`src/rtl/unidade_controle_exp7.sv`:
```
// Control unit for the memory-sequence game (experiment 7).
// Drives the datapath counters, the play register and the memory write
// strobe from a single state register. db_estado always mirrors that
// register so checkers can follow the FSM directly.
// The control strobes are single-cycle level outputs with no handshake:
// the datapath acts on every rising edge on which a strobe is high, and
// the status flags are sampled on the same edge.
module unidade_controle_exp7 (
    input  logic       clock,
    input  logic       reset,
    input  logic       iniciar,
    input  logic       jogada_feita,
    input  logic       igual,
    input  logic       enderecoIgualRodada,
    input  logic       fimRod,
    input  logic       fimP,
    input  logic       fimT,
    output logic       zeraE,
    output logic       contaE,
    output logic       zeraRod,
    output logic       contaRod,
    output logic       zeraT,
    output logic       contaT,
    output logic       zeraP,
    output logic       contaP,
    output logic       zeraR,
    output logic       registraR,
    output logic       we,
    output logic       sinal_led,
    output logic       pronto,
    output logic       acertou,
    output logic       errou,
    output logic       timeout,
    output logic [3:0] db_estado
);

    typedef enum logic [3:0] {
        st_inicial         = 4'h0,
        st_preparacao      = 4'h1,
        st_mostra_primeira = 4'h2,
        st_espera_jogada   = 4'h3,
        st_registra        = 4'h4,
        st_comparacao      = 4'h5,
        st_proximo         = 4'h6,
        st_avanca_end      = 4'h7,
        st_espera_nova     = 4'h8,
        st_registra_nova   = 4'h9,
        st_escreve         = 4'hA,
        st_proxima_rodada  = 4'hB,
        st_acertou         = 4'hC,
        st_errou           = 4'hD,
        st_timeout         = 4'hE
    } state_t;

    state_t state;
    state_t next_state;

    // State register; reset wins over every transition and over iniciar.
    always_ff @(posedge clock) begin
        if (reset) state <= st_inicial;
        else       state <= next_state;
    end

    // Next-state selection.
    always_comb begin
        next_state = st_inicial;
        case (state)
            st_inicial:         next_state = iniciar ? st_preparacao : st_inicial;
            st_preparacao:      next_state = st_mostra_primeira;
            st_mostra_primeira: next_state = fimP ? st_espera_jogada : st_mostra_primeira;
            st_espera_jogada: begin
                // A play arriving together with the timeout still counts.
                if (jogada_feita)  next_state = st_registra;
                else if (fimT)     next_state = st_timeout;
                else               next_state = st_espera_jogada;
            end
            st_registra:        next_state = st_comparacao;
            st_comparacao: begin
                if (!igual)                    next_state = st_errou;
                else if (!enderecoIgualRodada) next_state = st_proximo;
                else if (fimRod)               next_state = st_acertou;
                else                           next_state = st_avanca_end;
            end
            st_proximo:         next_state = st_espera_jogada;
            // Address now points one past the round: that is where the new play is written.
            st_avanca_end:      next_state = st_espera_nova;
            st_espera_nova: begin
                if (jogada_feita)  next_state = st_registra_nova;
                else if (fimT)     next_state = st_timeout;
                else               next_state = st_espera_nova;
            end
            st_registra_nova:   next_state = st_escreve;
            st_escreve:         next_state = st_proxima_rodada;
            st_proxima_rodada:  next_state = st_espera_jogada;
            st_acertou:         next_state = iniciar ? st_preparacao : st_acertou;
            st_errou:           next_state = iniciar ? st_preparacao : st_errou;
            st_timeout:         next_state = iniciar ? st_preparacao : st_timeout;
            default:            next_state = st_inicial;
        endcase
    end

    // Output decode; everything is a function of the state except the
    // timer clear on the exit edge of mostra_primeira.
    always_comb begin
        zeraE     = 1'b0;
        contaE    = 1'b0;
        zeraRod   = 1'b0;
        contaRod  = 1'b0;
        zeraT     = 1'b0;
        contaT    = 1'b0;
        zeraP     = 1'b0;
        contaP    = 1'b0;
        zeraR     = 1'b0;
        registraR = 1'b0;
        we        = 1'b0;
        sinal_led = 1'b0;
        pronto    = 1'b0;
        acertou   = 1'b0;
        errou     = 1'b0;
        timeout   = 1'b0;
        case (state)
            st_preparacao: begin
                zeraE   = 1'b1;
                zeraRod = 1'b1;
                zeraR   = 1'b1;
                zeraT   = 1'b1;
                zeraP   = 1'b1;
            end
            st_mostra_primeira: begin
                sinal_led = 1'b1;
                contaP    = 1'b1;
                // Timer starts clean when the first play window opens.
                zeraT     = fimP;
            end
            st_espera_jogada:  contaT = 1'b1;
            st_registra: begin
                registraR = 1'b1;
                zeraT     = 1'b1;
            end
            st_proximo:        contaE = 1'b1;
            st_avanca_end: begin
                contaE = 1'b1;
                zeraT  = 1'b1;
            end
            st_espera_nova:    contaT = 1'b1;
            st_registra_nova:  registraR = 1'b1;
            st_escreve:        we = 1'b1;
            st_proxima_rodada: begin
                contaRod = 1'b1;
                zeraE    = 1'b1;
                zeraT    = 1'b1;
            end
            st_acertou: begin
                pronto  = 1'b1;
                acertou = 1'b1;
            end
            st_errou: begin
                pronto = 1'b1;
                errou  = 1'b1;
            end
            st_timeout: begin
                pronto  = 1'b1;
                timeout = 1'b1;
            end
            default: ;
        endcase
    end

    assign db_estado = state;

endmodule

```
`config.mk`:
```
export PLATFORM = sky130hd
export DESIGN_NAME = unidade_controle_exp7
export DESIGN_NICKNAME = d
export VERILOG_FILES = /design/src/rtl/unidade_controle_exp7.sv
export SDC_FILE = /design/constraint.sdc
export NUM_CORES = 1
export LEC_CHECK = 0
export BUFFER_PORTS_ARGS = -buffer_cell sky130_fd_sc_hd__buf_2
export CAP_MARGIN = 10
export CORE_AREA = 3 3 40 42
export CTS_BUF_LIST = sky130_fd_sc_hd__clkbuf_8 sky130_fd_sc_hd__clkbuf_16
export DETAILED_ROUTE_END_ITERATION = 10
export DIE_AREA = 0 0 43 45
export GPL_TIMING_DRIVEN = 1
export PLACE_DENSITY = 0.73
export SLEW_MARGIN = 25
export SYNTH_ARGS = -nofsm -noshare
export SYNTH_HDL_FRONTEND = slang
export SYNTH_SLANG_ARGS = --single-unit
```
`constraint.sdc`:
```
create_clock -name clock -period 1.8 [get_ports clock]
set_clock_uncertainty 0.1 [all_clocks]
set_input_delay 0.36 -clock clock [delete_from_list [all_inputs] [get_ports clock]]
set_output_delay 0.36 -clock clock [all_outputs]
set_load 0.05 [all_outputs]
```
==> impl_metrics.py <==
metrics = {
    "die": {
        "pin_count": 29,
        "rows": 13,
        "die_w_um": 43,
        "die_y_um": 45,
        "start_util_pct": 42.9,
        "die_area_mm2": 0.00194,
        "core_area_mm2": 0.00128,
    },
    "cells_and_area": {
        "num-nets-final": 129,
        "post-route-util_pct": 78.1,
        "drive_above_1_share_pct": 63.9,
        "fill_cells": 101,
        "num_antenna_cells": 0,
        "largest_register_ffs": 4,
        "final_area_mm2": 0.00100,
        "areaGrowthSynthToFinish_pct": 81.9,
    },
    "timing": {
        "fin_crit_sh_pct": 101,
        "worstMarginPinSlew_ps": 385,
        "hold_violations": 0,
        "setup_viol": 2,
        "setup_ws_ps": -20.6,
        "min_period_ps": 1820,
        "drv_slew": 0,
        "rsz0062_at_grt": "yes",
        "max_freq_mhz": 549,
        "relSlewSlack_pct": 74.4,
    },
    "detailed_routing": {
        "final_antenna_net_count": 0,
        "drc_errors": 0,
        "vias": 736,
        "viasPerCell": 5.49,
        "wl_per_cell_um": 15.2,
        "finalWirelength_um": 2040,
        "first_pass_iters": 4,
        "drtIter0Drc": 12,
    },
    "logic_synthesis": {
        "syn_inst": 81,
        "synth.distinct_cells": 32,
        "yosys_warnings": 0,
        "synth_edf_count": 0,
        "ys_seq_elements": 4,
        "syn-cell-area_um2": 552,
        "yosysTopAreaCell": "dfxtp_1",
        "ys.flop_type": "dfxtp_1",
        "ys_top_cells_by_count": "9 x nand2_1, 9 x nor2_1, 6 x a21oi_1",
        "synth-async-reset-ratio_pct": 0,
        "synthTopCellsByArea": "dfxtp_1 15%, nand2_1 6.1%, nor2_1 6.1%",
        "avgSynthCellArea_um2": 6.81,
        "yosysTopAreaCellShare_pct": 14.5,
        "syn-num-nets": 90,
        "seq_area_frac_synth_pct": 14.5,
    },
    "pwr": {
        "fin_total_pwr_w": 0.000850,
        "ir_worst_vdd_uv": 608,
        "p_leak_nw": 0.432,
        "p_per_area_mw_per_mm2": 847,
    },
    "outcome": {
        "violations": "negative setup slack",
        "status": "complete, but fails checks",
    },
    "placed_design": {
        "dp_hpwl_um": 1290,
        "placed_cell_area_um2": 825,
        "place_ws_ps": 21.3,
        "gp_congestion": 0.812,
        "portBuffers": 28,
    },
    "clocking": {
        "htreeDepth": 1,
        "cts_num_sinks": 4,
        "postCtsHoldBufs": 0,
        "numCtsBuffers": 3,
        "cts_buffer_depth": 2,
        "cts_tree": "done",
        "cts-root-buf": "clkbuf_8",
        "clk_pin_slew_ps": 40,
        "insertion_delay_ps": 220,
    },
    "setup_path": {
        "arrival_ps": 1360,
        "cpLargestDelayFamily": "simple AND/OR/NAND/NOR gates",
        "startpoint_type": "flip-flop",
        "crit_chain": "or3b_1 > nand3_2 > o21ai_2 > o22ai_4 > buf_6",
        "critPathKind": "reg2out",
        "cp-end-kind": "primary output",
        "max_stage_delay_ps": 380,
        "critical_path.max_fanout": 5,
        "cp.buffers_inverters": 1,
        "slowest_stage": "or3b_1",
        "r2r_setup_slack_ps": 270,
        "required_ps": 1340,
    },
    "global_route": {
        "grt_first_pass_wirelength_um": 2880,
        "grt-ovfl-total": 0,
        "grt_start_max_net_pins": 20,
        "grt_pass1_vias": 660,
        "grt_use_total_pct": 19.1,
        "grt_antenna_before_repair": 0,
    },
    "worst_hold_path": {
        "hp-class": "in2reg",
    },
    "flow_run": {
        "max_cap_viol_count": 0,
    },
}
==> cells in the final DEF, fill, tap and decap left out, types with 4 or more instances in the layout <==
master / instances
a21oi_1: 4
buf_2: 19
buf_4: 16
buf_6: 9
nand2_1: 7
nor2_2: 4
==> metal layers <==
layer | share of wire, % | vias to the layer above | GRT usage [%] | routed length [um]
li1 | - | 360 | - | -
met1 | 40 | 341 | 22.9 | 816
met2 | 53 | 31 | 35.6 | 1070
met3 | 5.1 | 4 | 1.20 | 104
met4 | 2.0 | 0 | 7.23 | 41
met5 | 0 | - | 0 | 0
==> cell families after synthesis <==
group | after synthesis | share of synthesized area [%]
buffers and inverters | 12 | 15.4
XOR/XNOR | 2 | 3.18
AO/OA/AOI/OAI | 22 | 26.1
AND/OR/NAND/NOR | 41 | 40.8
flip-flops | 4 | 14.5
==> what timing repair did <==
item,CTS,global route
hold endpoints to repair,0,0
setup endpoints to repair,13,13
pin swaps,2,4
buffers inserted,0,6
resized for setup,13,16
==> layout make-up <==
cell class	count	area, um2	area share [%]
multi-input combinational	65	512	51.0
timing repair buffer	45	332	33.0
sequential	4	92.6	9.23
clock buffer	3	41.3	4.11
tap	15	18.8	1.87
clock inverter	1	3.75	0.374
inverter	1	3.75	0.374
==> final timing paths <==
path | depth (start not counted) | end | startpoint
max | 5 | zeraT | db_estado[2]$_SDFF_PP0_
min | 3 | db_estado[3]$_SDFF_PP0_ | fimT
max reg2reg | 4 | db_estado[0]$_SDFF_PP0_ | db_estado[1]$_SDFF_PP0_
min reg2reg | 3 | db_estado[2]$_SDFF_PP0_ | db_estado[2]$_SDFF_PP0_
==> worst register-to-register path: stages (launching register included) <==
cell      delay, ps
dfxtp_2         500
nand2_1         210
buf_4           200
o21bai_1        320
a31oi_1          80
==> per-stage QoR <==
stage / std cells / hold WS (ps) / setup TNS [ps]
2_1_floorplan: 81 / 425 / -634
3_3_place_gp: 124 / 494 / 0
3_5_place_dp: 124 / 513 / 0
4_1_cts: 128 / 332 / -183
5_1_grt: 134 / 360 / -312
6_report: 134 / 341 / -25.9
==> power by group <==
part / switching (W) / leakage, nW / internal [W]
logic: 0.000319 / 0.370 / 0.000202
clock network: 0.0000515 / 0.0269 / 0.000146
registers: 0.0000317 / 0.0353 / 0.000100
Power figures use the tool's default switching activity.
